`src/rtl/i2c_target_pkg.sv`:
```
// rtl/i2c_target_pkg.sv - shared types, constants and helpers for the I2C target register file
// Contents:
//   state_t  : target protocol state machine encoding
//   ACK/NACK : SDA level of the acknowledge bit
//   pw_of()  : pointer width for a power-of-2 register count (minimum 1)
package i2c_target_pkg;

  typedef enum logic [3:0] {
    IDLE,
    ADDR,
    ADDR_ACK,
    PTR,
    PTR_ACK,
    WDATA,
    WDATA_ACK,
    RDATA,
    RDATA_ACK,
    WAIT_STOP
  } state_t;

  localparam logic ACK  = 1'b0;
  localparam logic NACK = 1'b1;

  function automatic int pw_of(input int n);
    int w;
    w = 1;
    for (int i = 1; i < 9; i++) begin
      if ((1 << i) < n) w = i + 1;
    end
    return w;
  endfunction

endpackage

```
`src/rtl/i2c_target_regfile_if.sv`:
```
// rtl/i2c_target_regfile_if.sv - open-drain I2C pad bundle between a target and the bus
// Signals:
//   scl_in       : raw SCL level seen at the pad
//   sda_in       : raw SDA level seen at the pad
//   sda_drive_en : 1 = target pulls SDA low, 0 = released (never driven high)
// Modports:
//   slave  : the target side (samples the pads, drives the pull-down enable)
//   master : the bus / pad side (presents levels, observes the pull-down enable)
interface i2c_target_regfile_if;

  logic scl_in;
  logic sda_in;
  logic sda_drive_en;

  modport slave (
    input  scl_in,
    input  sda_in,
    output sda_drive_en
  );

  modport master (
    output scl_in,
    output sda_in,
    input  sda_drive_en
  );

endinterface

```
`src/rtl/i2c_bus_sync.sv`:
```
// rtl/i2c_bus_sync.sv - SCL/SDA synchronizers with SCL edge and START/STOP detection
// Ports:
//   clk, rst            : system clock, asynchronous active-low reset
//   scl_in, sda_in      : raw pad levels
//   sda                 : synchronized SDA (the value to sample on scl_rise)
//   scl_rise, scl_fall  : one-cycle pulses on synchronized SCL edges
//   start_det, stop_det : one-cycle pulses on SDA fall / rise while SCL is high
module i2c_bus_sync (
  input  logic clk,
  input  logic rst,
  input  logic scl_in,
  input  logic sda_in,
  output logic sda,
  output logic scl_rise,
  output logic scl_fall,
  output logic start_det,
  output logic stop_det
);

  // [0],[1] form the 2-FF synchronizer; [2] is the previous synchronized value.
  logic [2:0] scl_sr;
  logic [2:0] sda_sr;

  always_ff @(posedge clk or negedge rst) begin
    if (!rst) begin
      scl_sr <= 3'b111;
      sda_sr <= 3'b111;
    end else begin
      scl_sr <= {scl_sr[1:0], scl_in};
      sda_sr <= {sda_sr[1:0], sda_in};
    end
  end

  assign sda      = sda_sr[1];
  assign scl_rise =  scl_sr[1] & ~scl_sr[2];
  assign scl_fall = ~scl_sr[1] &  scl_sr[2];

  // SCL must be high in both compared samples so an SDA change made right
  // around an SCL edge is never mistaken for a bus condition.
  assign start_det = scl_sr[1] & scl_sr[2] &  sda_sr[2] & ~sda_sr[1];
  assign stop_det  = scl_sr[1] & scl_sr[2] & ~sda_sr[2] &  sda_sr[1];

endmodule

```
`src/rtl/i2c_target_regfile.sv`:
```
// rtl/i2c_target_regfile.sv - I2C target exposing an NREGS x 8-bit register file
// Ports:
//   clk, rst         : system clock (>= 8x SCL), asynchronous active-low reset
//   bus              : pad bundle (scl_in, sda_in in; sda_drive_en out)
//   busy             : address-matched transfer in progress
//   wr_strobe        : one-cycle pulse per register written over I2C
//   wr_addr, wr_data : index and byte written, valid with wr_strobe
//   host_raddr       : local read index
//   host_rdata       : regs[host_raddr], combinational
module i2c_target_regfile
  import i2c_target_pkg::*;
#(
  parameter logic [6:0] DEV_ADDR = 7'h42,
  parameter int         NREGS    = 16,
  parameter int         PW       = pw_of(NREGS)
) (
  input  logic              clk,
  input  logic              rst,
  i2c_target_regfile_if.slave bus,
  output logic              busy,
  output logic              wr_strobe,
  output logic [PW-1:0]     wr_addr,
  output logic [7:0]        wr_data,
  input  logic [PW-1:0]     host_raddr,
  output logic [7:0]        host_rdata
);

  logic sda_s, scl_rise, scl_fall, start_det, stop_det;

  i2c_bus_sync u_sync (
    .clk       (clk),
    .rst       (rst),
    .scl_in    (bus.scl_in),
    .sda_in    (bus.sda_in),
    .sda       (sda_s),
    .scl_rise  (scl_rise),
    .scl_fall  (scl_fall),
    .start_det (start_det),
    .stop_det  (stop_det)
  );

  state_t        state, state_n;
  logic [2:0]    bitcnt, bitcnt_n;
  logic [7:0]    shreg, shreg_n;
  logic [PW-1:0] ptr, ptr_n;
  logic          rw, rw_n;
  logic          drive, drive_n;
  logic          busy_n, strobe_n;
  logic [PW-1:0] waddr_n;
  logic [7:0]    wdata_n;
  logic          reg_we;
  logic [7:0]    regs [NREGS];
  logic [7:0]    rx_byte;
  logic [7:0]    rd_byte;

  // Byte as it stands once the bit on the current SCL rise is shifted in.
  assign rx_byte = {shreg[6:0], sda_s};
  assign rd_byte = regs[ptr];

  assign bus.sda_drive_en = drive;
  assign host_rdata       = regs[host_raddr];

  always_ff @(posedge clk or negedge rst) begin
    if (!rst) begin
      state     <= IDLE;
      bitcnt    <= '0;
      shreg     <= '0;
      ptr       <= '0;
      rw        <= 1'b0;
      drive     <= 1'b0;
      busy      <= 1'b0;
      wr_strobe <= 1'b0;
      wr_addr   <= '0;
      wr_data   <= '0;
    end else begin
      state     <= state_n;
      bitcnt    <= bitcnt_n;
      shreg     <= shreg_n;
      ptr       <= ptr_n;
      rw        <= rw_n;
      drive     <= drive_n;
      busy      <= busy_n;
      wr_strobe <= strobe_n;
      wr_addr   <= waddr_n;
      wr_data   <= wdata_n;
    end
  end

  always_ff @(posedge clk or negedge rst) begin
    if (!rst) begin
      for (int i = 0; i < NREGS; i++) regs[i] <= '0;
    end else if (reg_we) begin
      regs[ptr] <= rx_byte;
    end
  end

  always_comb begin
    state_n  = state;
    bitcnt_n = bitcnt;
    shreg_n  = shreg;
    ptr_n    = ptr;
    rw_n     = rw;
    drive_n  = drive;
    busy_n   = busy;
    strobe_n = 1'b0;
    waddr_n  = wr_addr;
    wdata_n  = wr_data;
    reg_we   = 1'b0;

    if (start_det) begin
      // Also the repeated-START path: the pointer is deliberately kept.
      state_n  = ADDR;
      bitcnt_n = '0;
      drive_n  = 1'b0;
    end else if (stop_det) begin
      state_n  = IDLE;
      bitcnt_n = '0;
      drive_n  = 1'b0;
      busy_n   = 1'b0;
    end else begin
      case (state)
        IDLE: ;

        ADDR: begin
          if (scl_rise) begin
            shreg_n  = rx_byte;
            bitcnt_n = bitcnt + 3'd1;
            if (bitcnt == 3'd7) begin
              rw_n = sda_s;
              if (rx_byte[7:1] == DEV_ADDR) begin
                state_n = ADDR_ACK;
                busy_n  = 1'b1;
              end else begin
                state_n = WAIT_STOP;
                busy_n  = 1'b0;
              end
            end
          end
        end

        // In the ACK states the drive flag doubles as the phase marker:
        // the first fall starts the ACK bit, the second fall ends it.
        ADDR_ACK: begin
          if (scl_fall) begin
            if (!drive) begin
              drive_n = 1'b1;
            end else if (!rw) begin
              drive_n  = 1'b0;
              state_n  = PTR;
              bitcnt_n = '0;
            end else begin
              shreg_n  = rd_byte;
              drive_n  = ~rd_byte[7];
              state_n  = RDATA;
              bitcnt_n = '0;
            end
          end
        end

        PTR: begin
          if (scl_rise) begin
            shreg_n  = rx_byte;
            bitcnt_n = bitcnt + 3'd1;
            if (bitcnt == 3'd7) begin
              ptr_n   = rx_byte[PW-1:0];
              state_n = PTR_ACK;
            end
          end
        end

        PTR_ACK, WDATA_ACK: begin
          if (scl_fall) begin
            if (!drive) begin
              drive_n = 1'b1;
            end else begin
              drive_n  = 1'b0;
              state_n  = WDATA;
              bitcnt_n = '0;
            end
          end
        end

        WDATA: begin
          if (scl_rise) begin
            shreg_n  = rx_byte;
            bitcnt_n = bitcnt + 3'd1;
            if (bitcnt == 3'd7) begin
              reg_we   = 1'b1;
              strobe_n = 1'b1;
              waddr_n  = ptr;
              wdata_n  = rx_byte;
              ptr_n    = ptr + 1'b1;
              state_n  = WDATA_ACK;
            end
          end
        end

        // Bit 7 is already on the bus when this state is entered, so each
        // fall presents the next bit; the eighth fall hands SDA back.
        RDATA: begin
          if (scl_fall) begin
            if (bitcnt == 3'd7) begin
              drive_n  = 1'b0;
              state_n  = RDATA_ACK;
              bitcnt_n = '0;
            end else begin
              shreg_n  = {shreg[6:0], 1'b0};
              drive_n  = ~shreg[6];
              bitcnt_n = bitcnt + 3'd1;
            end
          end
        end

        // A fall is only reachable here after an ACKed rise, by which time
        // ptr has already advanced to the next register.
        RDATA_ACK: begin
          if (scl_rise) begin
            if (sda_s == NACK) begin
              state_n = WAIT_STOP;
              busy_n  = 1'b0;
            end else if (sda_s == ACK) begin
              ptr_n = ptr + 1'b1;
            end
          end else if (scl_fall) begin
            shreg_n  = rd_byte;
            drive_n  = ~rd_byte[7];
            state_n  = RDATA;
            bitcnt_n = '0;
          end
        end

        WAIT_STOP: ;

        default: begin
          state_n = IDLE;
          drive_n = 1'b0;
          busy_n  = 1'b0;
        end
      endcase
    end
  end

endmodule

```
`src/flat_wrapper.sv`:
```
// flat-port wrapper written by rule: the top's interface ports become plain ports
module i2c_target_regfile_flat import i2c_target_pkg::*;
#(
  parameter logic [6:0] DEV_ADDR = 7'h42,
  parameter int         NREGS    = 16,
  parameter int         PW       = pw_of(NREGS)
)
  (clk, rst, busy, wr_strobe, wr_addr, wr_data, host_raddr, host_rdata, bus_scl_in, bus_sda_in, bus_sda_drive_en);
  i2c_target_regfile_if bus_i ();
  input  logic clk;
  input  logic rst;
  output logic busy;
  output logic wr_strobe;
  output logic [PW-1:0] wr_addr;
  output logic [7:0] wr_data;
  input  logic [PW-1:0] host_raddr;
  output logic [7:0] host_rdata;
  input wire logic [$bits(bus_i.scl_in)-1:0] bus_scl_in;
  input wire logic [$bits(bus_i.sda_in)-1:0] bus_sda_in;
  output wire logic [$bits(bus_i.sda_drive_en)-1:0] bus_sda_drive_en;
  assign bus_i.scl_in = bus_scl_in;
  assign bus_i.sda_in = bus_sda_in;
  assign bus_sda_drive_en = bus_i.sda_drive_en;
  i2c_target_regfile #(.DEV_ADDR(DEV_ADDR), .NREGS(NREGS), .PW(PW)) u_core (.clk(clk), .rst(rst), .bus(bus_i), .busy(busy), .wr_strobe(wr_strobe), .wr_addr(wr_addr), .wr_data(wr_data), .host_raddr(host_raddr), .host_rdata(host_rdata));
endmodule
```
`config.mk`:
```
export PLATFORM = sky130hd
export DESIGN_NAME = i2c_target_regfile_flat
export DESIGN_NICKNAME = d
export VERILOG_FILES = /design/src/rtl/i2c_target_pkg.sv /design/src/rtl/i2c_target_regfile_if.sv /design/src/rtl/i2c_bus_sync.sv /design/src/rtl/i2c_target_regfile.sv /design/src/flat_wrapper.sv
export SDC_FILE = /design/constraint.sdc
export NUM_CORES = 1
export LEC_CHECK = 0
export CAP_MARGIN = 30
export CORE_ASPECT_RATIO = 1.2
export CORE_MARGIN = 5
export CORE_UTILIZATION = 45
export CTS_CLUSTER_DIAMETER = 60
export DETAILED_ROUTE_END_ITERATION = 8
export DONT_BUFFER_PORTS = 1
export GPL_TIMING_DRIVEN = 0
export PLACE_DENSITY = 0.62
export SETUP_SLACK_MARGIN = 0.5
export SYNTH_ARGS = -nofsm -noshare
export SYNTH_HDL_FRONTEND = slang
export SYNTH_SLANG_ARGS = --single-unit
```
`constraint.sdc`:
```
create_clock -name clk -period 2.2 [get_ports clk]
set_input_delay 0.44 -clock clk [delete_from_list [all_inputs] [get_ports clk]]
set_output_delay 0.44 -clock clk [all_outputs]
set_load 0.005 [all_outputs]
```
After elaboration in Yosys (flattened, before gate mapping) --
Cells that the tools add are included.
Word-level totals: register bits after elaboration 168, input bits 8, output and inout bits 23, word-level logic and storage cells 199
Cells by class: add/sub/neg operators 2, order comparisons 3, equality and inequality tests 51, multiplexer cells 79, bitwise operators 17, reductions and logical operators 19
Operators by type and width (count):
- bitwise mux 128 bit | 1
- 2-to-1 mux 4 bit | 24
- binary-select mux 8 bit (select 4 bit) | 2
- != test 4 x 1 -> 1 bit, second input constant | 16
- 2-to-1 mux 7 bit | 8
- 2-to-1 mux 8 bit | 5
- demux 8 bit (select 4 bit) | 1
- one-hot mux 4 bit (8 select lines) | 1
- 2-to-1 mux 3 bit | 10
- one-hot mux 7 bit (4 select lines) | 1
- != test 2 x 1 -> 1 bit, second input constant | 12
- 2-to-1 mux 1 bit | 22
- equality test 4 x 3 -> 1 bit, second input constant | 4
- != test 3 x 1 -> 1 bit, second input constant | 5
- AND reduction 15 bit | 1
- one-hot mux 3 bit (4 select lines) | 1
- one-hot mux 4 bit (3 select lines) | 1
- AND reduction 6 bit | 2
- AND reduction 11 bit | 1
- >= comparator 5 bit, second input constant | 2
- NOT 4 -> 5 bit | 2
- AND reduction 5 bit | 2
- AND reduction 9 bit | 1
- equality test 4 x 2 -> 1 bit, second input constant | 2
- other kinds (26) | 44

Depth between registers and ports, before layout --
Gate-level depths: netlist (run 1).
depth in word-level cells 11, gate-level depth with buffers 9, mapped depth without buffers 7

Modules after synthesis --
Synthesis (run 1) repeated with hierarchy kept, for this count alone.
Unflattened totals: cells, all modules 709, area total of the unflattened synthesis 9268.9 um2
Modules (own cells, without submodules):
- i2c_target_regfile | times used 1, cells an instance 699, area an instance 9078.7 um2, sequential area each 4053.9 um2
- i2c_bus_sync | times used 1, cells an instance 10, area an instance 190.2 um2, sequential area each 157.7 um2

Worst setup path before layout (run 1) --
No wires, ideal clock.
kind input port to output port, start point input host_raddr[0], end point output host_rdata[0], arrival 1.953 ns, required time 1.760 ns, path slack -0.193 ns, stages on the path 4, cell sequence clkbuf_1 -> buf_2 -> mux4_2 -> mux4_2
Between the ends: cells in the longest elaborated chain, start to end 4
Ends and longest elaborated chain:
- start, declared | RTL line flat_wrapper.sv:16 | input logic [PW-1:0] host_raddr;
- NOT 4 -> 5 bit (implied by the code) | RTL line i2c_target_regfile.sv:61 | assign host_rdata = regs[host_raddr];
- binary-select mux 8 bit (select 4 bit) | RTL line i2c_target_regfile.sv:61
- 2-to-1 mux 8 bit (implied by the code) (2 in series) | RTL line i2c_target_regfile.sv:61
- end, declared | RTL line flat_wrapper.sv:17 | output logic [7:0] host_rdata;
No other way between the ends. The select of a mux whose other input is x is not followed.

Final worst setup path (run 1) --
start point register u_core.regs[96] (netlist name), end point output host_rdata[0]
Between the ends: cells in the longest elaborated chain, start to end 3
Ends and longest elaborated chain:
- start, declared | RTL line i2c_target_regfile.sv:52 | logic [7:0] regs [NREGS];
- start signal, assigned by index | RTL line i2c_target_regfile.sv:93 | regs[ptr] <= rx_byte;
- binary-select mux 8 bit (select 4 bit) | RTL line i2c_target_regfile.sv:61
- 2-to-1 mux 8 bit (implied by the code) (2 in series) | RTL line i2c_target_regfile.sv:61
No other way between the ends. The select of a mux whose other input is x is not followed.

==> flow_summary.json, run 1 <==
{
  "fin_ws_ns": -0.145,
  "synth-edff-count": 0,
  "crit_required_ns": 1.76,
  "critPathTopFamily": "multiplexers",
  "synthCells": 656,
  "top_usage_layer": "met2",
  "yosysMostFrequentCell": "dfrtp_1",
  "yosys-top-cells-area": "dfrtp_1 43%, mux2_2 14%, mux4_2 13%",
  "drc": 0,
  "port_buffers": 0,
  "postLayoutCoreUtil_pct": 63.0,
  "tns_ns": -0.927,
  "drtIter0Drc": 606,
  "ys_seq_elements": 168,
  "clock_latency_ns": 0.44,
  "fin_cells": 1089,
  "via_per_inst": 6.47,
  "clkPwrFrac_pct": 43.4,
  "cts_tree": "yes",
  "synth_top_area_cell": "dfrtp_1",
  "antenna_cells": 0,
  "peakVddDrop_v": 0.000546,
  "first_pass_iters": 5,
  "yosysWarnings": 0,
  "synthTopCellsByCount": "162 x dfrtp_1, 119 x mux2_2, 54 x mux4_2, 41 x nand2_1, 30 x o21ai_0",
  "clock.fmax_ghz": 0.426,
  "final.min_clock_period_ns": 2.35,
  "powerDensity_mw_per_mm2": 555,
  "grtUsageMet2_pct": 43.4,
  "die_w_um": 142,
  "combPwrFrac_pct": 12.0,
  "coreArea_mm2": 0.0203,
  "fill_cells": 1449,
  "post-route-period-util_pct": 107,
  "start_kind": "flip-flop",
  "cts_inserted_buffers": 17,
  "drive_gt1_share_pct": 62.3,
  "swShare_pct": 26.6,
  "syn_area_mm2": 0.00935,
  "p_seq_share_pct": 44.6,
  "post-place-ws_ns": -0.309,
  "synth.distinct_cells": 64,
  "dieArea_mm2": 0.0238,
  "die_height_um": 168,
  "dp_hpwl_um": 17100,
  "regArea_mm2": 0.00422,
  "clk_pin_slew_worst_paths_ns": 0.07,
  "grt_util_met3_pct": 5.28,
  "holdBufCountCts": 2,
  "cts.sinks": 168,
  "track_usage_pct": 26.2,
  "finalHoldWorstSlack_ns": -0.311,
  "grt_max_degree": 169,
  "drt.antenna.violating_nets": 0,
  "p_leak_nw": 5.83,
  "crit_arrival_ns": 1.91,
  "max_slew_margin_pct": 45.8,
  "syn_avg_cell_area_um2": 14.3,
  "skew_ns": 0.0129,
  "grt_pass1_vias": 7182,
  "root_buffer": "clkbuf_16",
  "areaGrowthSynthToFinish_pct": 36.9,
  "crit_fanout": 3,
  "ctsLongestPathBuffers": 2,
  "max-cap-violations": 0,
  "grtUsageMet1_pct": 32.6,
  "p_sw_mw": 1.89,
  "dp.cells": 921,
  "wirelength_um": 32000,
  "async_reset_ff_share_pct": 100,
  "rsz0062_at_grt": "yes",
  "multiInputGateArea_mm2": 0.00575,
  "cp-end-kind": "output port",
  "ys_seq_area_share_pct": 45.0,
  "synth_top_area_share_pct": 43.3,
  "slowest_stage": "mux4_2",
  "synth_ff_type": "dfrtp_1",
  "violations": "negative hold slack, negative setup slack",
  "worst_pin_slew_ns": 0.813,
  "path_class": "flip-flop to output port",
  "grt_pass1_wl_um": 46600,
  "drv_slew": 0,
  "via_count": 7043,
  "io_pins": 31,
  "status": "complete, but fails checks",
  "max_stage_delay_ns": 0.53,
  "worst-path-buf-inv": 0,
  "timing_hold_violations_final": 168,
  "gp_routability_congestion": 0.997,
  "cts.htree.levels": 4,
  "p_int_mw": 5.21,
  "initial_core_util_pct": 46.0,
  "crit_chain": "mux4_2 -> mux4_2",
  "nNetsFinal": 825,
  "hp-class": "primary input to asynchronous set/reset pin",
  "setup_viol": 21,
  "antenna_found_initial": 0,
  "crit_top_cell": "mux4_2",
  "synthesis.nets": 670,
  "fp-row-count": 57,
  "wire_per_inst_um": 29.3,
  "grt-ovfl-total": 0
}
==> worst register-to-register path, cell delays in order (launching register included) <==
cell and delay, ns:
dfrtp_2 0.42, buf_12 0.15, buf_12 0.10, buf_12 0.13, mux4_2 0.53, a22o_1 0.22, a221oi_2 0.21, o21ai_1 0.08
mux2_4 0.27
==> metrics by stage <==
step / area [µm²] / power [mW]
floorplan: 9560 / 3.67
global placement: 9890 / 3.85
detailed placement: 9890 / 3.85
CTS: 12100 / 7.06
global route: 12800 / 7.33
finish: 12800 / 7.11
==> placed cells by master, fill, tap and decap left out, drive strengths merged, types with 16 or more instances in the layout <==
master	n
dfrtp	162
buf	147
mux2	133
mux4	72
clkbuf	44
nand2	43
o21ai	37
nand3	36
nor2	16
a21oi	16
==> cells by family (layout without fill, tap and decap cells) <==
| kind of cell | count (synthesis) | after routing | synth area share, % |
|---|---|---|---|
| compound gates | 94 | 95 | 6.81 |
| xor+xnor | 2 | 2 | 0.187 |
| fa+ha+maj | 6 | 6 | 0.803 |
| buf+inv | 62 | 216 | 4.27 |
| flops | 168 | 168 | 45.0 |
| mux | 210 | 210 | 34.6 |
| simple gates | 114 | 127 | 8.31 |
==> cell type report <==
type	count	share of cell area [%]
timing repair buffer	122	10.2
clock buffer	20	3.57
inverter	9	0.322
clock inverter	12	1.09
tap	265	2.59
multi-input combinational	440	44.9
sequential	168	32.9
buffer	53	4.43
==> final timing paths <==
check                                                       start                                end  cells past startpoint  slack, ns
max in group asynchronous                                     rst       u_core.regs[112]$_DFFE_PN0P_                      0       2.15
worst min-delay path                                          rst      u_core.wr_data[0]$_DFFE_PN0P_                      0      -0.31
worst max register to register          u_core.ptr[0]$_DFFE_PN0P_        u_core.shreg[6]$_DFFE_PN0P_                      8      -0.03
worst min register to register  u_core.u_sync.sda_sr[0]$_DFF_PN1_  u_core.u_sync.sda_sr[1]$_DFF_PN1_                      0       0.36
min in group clk                u_core.u_sync.sda_sr[0]$_DFF_PN1_  u_core.u_sync.sda_sr[1]$_DFF_PN1_                      0       0.36
worst max-delay path                  u_core.regs[96]$_DFFE_PN0P_                      host_rdata[0]                      2      -0.15
==> registers in the layout, summed over array words and instances (netlist names), 3 cells and up <==
| name | cells |
|---|---|
| u_core.ptr | 4 |
| u_core.u_sync.scl_sr | 3 |
| u_core.regs | 128 |
| u_core.shreg | 7 |
| u_core.wr_addr | 4 |
| u_core.u_sync.sda_sr | 3 |
| u_core.bitcnt | 3 |
| u_core.state | 4 |
| u_core.wr_data | 8 |
==> power groups by stage <==
stage | combinational [mW] | sequential [mW] | clock [mW]
2_1_floorplan | 0.458 | 3.21 | 0
3_3_place_gp | 0.623 | 3.23 | 0
3_5_place_dp | 0.624 | 3.23 | 0
4_1_cts | 0.783 | 3.17 | 3.11
5_1_grt | 0.895 | 3.18 | 3.26
6_report | 0.850 | 3.17 | 3.08
==> repair_timing <==
item | in CTS | in global routing
endpoints found under the setup margin | 169 | 169
setup buffers | 63 | 51
gates cloned | 19 | 1
hold endpoints to repair | 170 | 168
gates resized for setup | 252 | 58
pin swaps | 44 | 27
==> routing by layer <==
layer  share of wire [%]  wire length (µm)
met5                   0                 0
met4                 5.7              1830
met3                 7.0              2240
met2                  50             15900
met1                  37             11900
(Power assumes the default switching activity.)
==> inputs of run 2 (changes only) <==
Settings changed: PLACE_DENSITY 0.62 to 0.67.
==> run 2 against run 1 <==
  * The flow still finishes with violations (negative hold slack, negative setup slack)
  * Fmax down 1.1%
  * Cell count up 1.3%
  * Clock skew down 0.0010 ns
  * Register-to-register slack worse by 0.02 ns
  * Critical endpoint is now host_rdata[3]
==> flow_summary.json, run 2 (synthesized netlist as in run 1, its figures left out) <==
{
  "p_seq_share_pct": 45.2,
  "cp-end-kind": "output port",
  "path_class": "flip-flop to output port",
  "drt.antenna.violating_nets": 0,
  "powerDensity_mw_per_mm2": 543,
  "drc": 0,
  "crit_fanout": 3,
  "root_buffer": "clkbuf_16",
  "p_leak_nw": 5.91,
  "antenna_found_initial": 0,
  "dieArea_mm2": 0.0238,
  "worst_pin_slew_ns": 0.918,
  "crit_path_start": "u_core.regs[67]$_DFFE_PN0P_",
  "cts_inserted_buffers": 17,
  "swShare_pct": 26.7,
  "cts.sinks": 168,
  "wire_per_inst_um": 30.3,
  "die_w_um": 142,
  "grt_max_degree": 169,
  "ctsLongestPathBuffers": 2,
  "via_count": 7295,
  "power_mw": 7.02,
  "cts.htree.levels": 4,
  "initial_core_util_pct": 46.0,
  "start_kind": "flip-flop",
  "grt_pass1_vias": 7430,
  "combPwrFrac_pct": 12.5,
  "p_int_mw": 5.15,
  "grt_pass1_wl_um": 48000,
  "r2r_start": "u_core.ptr[0]$_DFFE_PN0P_",
  "rsz0062_at_grt": "yes",
  "top_regs": "u_core.regs (128), u_core.wr_data (8), u_core.shreg (7)",
  "clkPwrFrac_pct": 42.3,
  "die_height_um": 168,
  "nNetsFinal": 840,
  "clock_latency_ns": 0.44,
  "clock.fmax_ghz": 0.422,
  "timing_hold_violations_final": 168,
  "dp_hpwl_um": 17600,
  "clk_pin_slew_worst_paths_ns": 0.06,
  "fin_ws_ns": -0.171,
  "peakVddDrop_v": 0.000549,
  "final_cell_mix": "158 x dfrtp_1, 126 x mux2_4, 98 x buf_4, 65 x mux4_2, 32 x buf_6",
  "setup_viol": 12,
  "fill_cells": 1374,
  "port_buffers": 0,
  "grt-ovfl-total": 0,
  "crit_required_ns": 1.76,
  "hp-class": "primary input to asynchronous set/reset pin",
  "status": "complete, but fails checks",
  "coreArea_mm2": 0.0203,
  "p_sw_mw": 1.88,
  "areaGrowthSynthToFinish_pct": 38.3,
  "largest_register_ffs": 128,
  "drv_slew": 0,
  "regMostFlops": "u_core.regs",
  "max_slew_margin_pct": 38.8,
  "holdBufCountCts": 2,
  "via_per_inst": 6.61,
  "violations": "negative hold slack, negative setup slack",
  "drtIter0Drc": 647,
  "antenna_cells": 0,
  "regArea_mm2": 0.00422,
  "final.min_clock_period_ns": 2.37,
  "fp-row-count": 57,
  "track_usage_pct": 27.2,
  "cts_tree": "yes",
  "finalHoldWorstSlack_ns": -0.300,
  "post-route-period-util_pct": 108,
  "mostFrequentLayoutCell": "dfrtp_1",
  "fin_area_mm2": 0.0129,
  "io_pins": 31,
  "place_area_mm2": 0.00989,
  "first_pass_iters": 5,
  "drive_gt1_share_pct": 62.5,
  "gp_routability_congestion": 0.967,
  "crit_arrival_ns": 1.93,
  "skew_ns": 0.0118,
  "multiInputGateArea_mm2": 0.00581,
  "post-place-ws_ns": -0.308,
  "max-cap-violations": 0,
  "wirelength_um": 33400
}
-- run 2: what timing repair did --
item / CTS / global route
gates resized for setup: 239 / 65
endpoints found under the hold margin: 170 / 168
gates cloned: 24 / 0
pin swaps: 44 / 27
endpoints found under the setup margin: 169 / 169
buffers inserted: 75 / 50
-- run 2: worst paths after layout --
kind                                                endpoint  slack (ns)  cells past startpoint
hold / removal                 u_core.wr_data[3]$_DFFE_PN0P_       -0.30                      0
setup reg to reg                 u_core.shreg[4]$_DFFE_PN0P_       -0.05                      7
min in group clk           u_core.u_sync.sda_sr[1]$_DFF_PN1_        0.36                      0
setup / recovery                               host_rdata[3]       -0.17                      2
hold reg to reg            u_core.u_sync.sda_sr[1]$_DFF_PN1_        0.36                      0
max in group asynchronous         u_core.regs[8]$_DFFE_PN0P_        2.19                      0
-- run 2: final cells by class --
type | count | area share (%)
multi-input cells | 441 | 44.9
flip-flops and latches | 168 | 32.6
repair buffers | 136 | 10.6
plain buffers | 53 | 4.59
clock buffers | 20 | 3.38
well taps | 265 | 2.56
clock inverters | 11 | 0.967
inverters | 9 | 0.319
-- run 2: power groups by stage --
stage	logic (mW)	registers, mW	clock network, mW
global route	0.921	3.18	3.12
global placement	0.632	3.23	0
CTS	0.803	3.17	2.96
floorplan	0.458	3.21	0
detailed placement	0.639	3.23	0
finish	0.880	3.17	2.97
-- run 2: metal layers --
| metal | global-route usage (%) | share of wire, % |
|---|---|---|
| met4 | 18.3 | 8.5 |
| met2 | 45.3 | 49 |
| met3 | 6.50 | 7.6 |
| met1 | 30.9 | 35 |
| met5 | 0 | 0 |
-- run 2: critical path, stage by stage (launching register included) --
cell and delay [ns]:
dfrtp_1 0.44, mux4_2 0.54, mux4_2 0.51
-- run 2: through the flow --
| stage | std cells | setup TNS, ns | util (%) |
|---|---|---|---|
| after floorplan | 656 | 0 | - |
| after global routing | 1103 | -1.08 | 63.7 |
| final | 1103 | -0.814 | 63.7 |
| after detailed placement | 921 | -6.48 | 48.6 |
| after global placement | 921 | -7.08 | 48.6 |
| after CTS | 1053 | -0.579 | 60.6 |
==> inputs of run 3 (changes only) <==
Settings changed: SETUP_SLACK_MARGIN 0.5 to default.
==> run 3 against run 2 <==
  * The run still ends with negative hold slack, negative setup slack left
  * Power down 2.6%
  * Critical endpoint is now host_rdata[5]
  * Sequential cell count unchanged
  * Hold slack worse by 0.0014 ns
  * Count of clock-buffer cells in the layout down 3
==> flow_summary.json, run 3 (synthesized netlist as in run 1, its figures left out) <==
{
  "via_per_inst": 6.43,
  "timing_hold_violations_final": 163,
  "drtIter0Drc": 516,
  "dieArea_mm2": 0.0238,
  "crit_required_ns": 1.76,
  "dp_hpwl_um": 17400,
  "die_height_um": 168,
  "powerDensity_mw_per_mm2": 608,
  "postLayoutCoreUtil_pct": 55.4,
  "top_regs": "u_core.regs (128), u_core.wr_data (8), u_core.shreg (7)",
  "peakVddDrop_v": 0.000647,
  "grt_util_met3_pct": 4.99,
  "clock.fmax_ghz": 0.438,
  "start_kind": "flip-flop",
  "max-cap-violations": 0,
  "hp-class": "primary input to asynchronous set/reset pin",
  "violations": "negative hold slack, negative setup slack",
  "die_w_um": 142,
  "max_slew_margin_pct": 38.4,
  "p_leak_nw": 5.03,
  "post-route-period-util_pct": 104,
  "grt_max_degree": 169,
  "fp-row-count": 57,
  "grtUsageMet2_pct": 39.2,
  "clk_pin_slew_worst_paths_ns": 0.07,
  "setup_viol": 17,
  "nNetsFinal": 757,
  "rsz0062_at_grt": "yes",
  "drive_gt1_share_pct": 50.3,
  "via_count": 6560,
  "tns_ns": -0.657,
  "cts.sinks": 168,
  "cp-end-kind": "output port",
  "drc": 0,
  "cts.htree.levels": 4,
  "crit_arrival_ns": 1.84,
  "grt_pass1_vias": 6702,
  "port_buffers": 0,
  "grtUsageMet1_pct": 28.3,
  "cts_inserted_buffers": 17,
  "grt-ovfl-total": 0,
  "drv_slew": 0,
  "gp_routability_congestion": 0.874,
  "clock_latency_ns": 0.43,
  "final.min_clock_period_ns": 2.28,
  "track_usage_pct": 23.4,
  "holdBufCountCts": 2,
  "antenna_found_initial": 0,
  "worst_pin_slew_ns": 0.925,
  "largest_register_ffs": 128,
  "drt.antenna.violating_nets": 0,
  "grt_pass1_wl_um": 41400,
  "power_mw": 6.84,
  "antenna_cells": 0,
  "path_class": "flip-flop to output port",
  "first_pass_iters": 7,
  "final_cell_mix": "159 x dfrtp_1, 115 x mux2_2, 59 x mux4_2, 56 x buf_4, 40 x nand2_1",
  "fin_cells": 1021,
  "fin_ws_ns": -0.0845,
  "status": "complete, but fails checks",
  "coreArea_mm2": 0.0203,
  "wire_per_inst_um": 27.8,
  "initial_core_util_pct": 46.0,
  "skew_ns": 0.0144,
  "areaGrowthSynthToFinish_pct": 20.3,
  "cts_tree": "yes",
  "mostFrequentLayoutCell": "dfrtp_1",
  "dp.cells": 921,
  "root_buffer": "clkbuf_16",
  "wirelength_um": 28400,
  "regMostFlops": "u_core.regs",
  "crit_fanout": 3,
  "io_pins": 31,
  "r2r_cells": 7,
  "top_usage_layer": "met2",
  "ctsLongestPathBuffers": 2,
  "finalHoldWorstSlack_ns": -0.301
}
-- run 3: through the flow --
step	hold WS, ns	setup slack (ns)	area [µm²]
floorplan	0.144	0.0203	9390
global placement	0.154	-0.314	9720
detailed placement	0.152	-0.323	9720
CTS	-0.312	-0.0871	10800
global route	-0.327	-0.115	11300
finish	-0.301	-0.0845	11300
-- run 3: what timing repair did --
action	CTS	global route
gates resized for setup	39	43
setup buffers	32	21
hold endpoints to repair	170	168
endpoints found under the setup margin	137	146
pin swaps	13	16
gates cloned	7	7
-- run 3: worst paths after layout --
path	startpoint	to	slack [ns]
min in group clk	u_core.u_sync.sda_sr[0]$_DFF_PN1_	u_core.u_sync.sda_sr[1]$_DFF_PN1_	0.36
min	rst	u_core.regs[108]$_DFFE_PN0P_	-0.30
max reg2reg	u_core.ptr[0]$_DFFE_PN0P_	u_core.shreg[2]$_DFFE_PN0P_	-0.04
max in group asynchronous	rst	u_core.ptr[1]$_DFFE_PN0P_	2.07
min reg2reg	u_core.u_sync.sda_sr[0]$_DFF_PN1_	u_core.u_sync.sda_sr[1]$_DFF_PN1_	0.36
max	u_core.regs[77]$_DFFE_PN0P_	host_rdata[5]	-0.08
-- run 3: report_power, final --
| part | switching, mW | internal (mW) | leakage (nW) |
|---|---|---|---|
| logic | 0.451 | 0.276 | 2.43 |
| registers | 0.0495 | 3.13 | 2.32 |
| clock network | 1.42 | 1.51 | 0.284 |
-- run 3: routing by layer --
layer,wire length (µm),vias up
met4,1780,0
met1,10200,3401
met2,14500,327
met5,0,-
li1,-,2720
met3,1940,112
-- run 3: worst max-delay path, stage by stage (launching register included) --
cell	delay (ns)
dfrtp_1	0.41
mux4_2	0.50
mux4_2	0.50
-- run 3: final cells by class --
| cell class | count | area (µm²) |
|---|---|---|
| fillers | 1606 | 9070 |
| repair buffers | 59 | 578 |
| multi-input cells | 436 | 5020 |
| plain buffers | 52 | 487 |
| inverters | 9 | 37.5 |
| flip-flops and latches | 168 | 4220 |
| well taps | 265 | 332 |
| clock buffers | 17 | 425 |
| clock inverters | 15 | 159 |
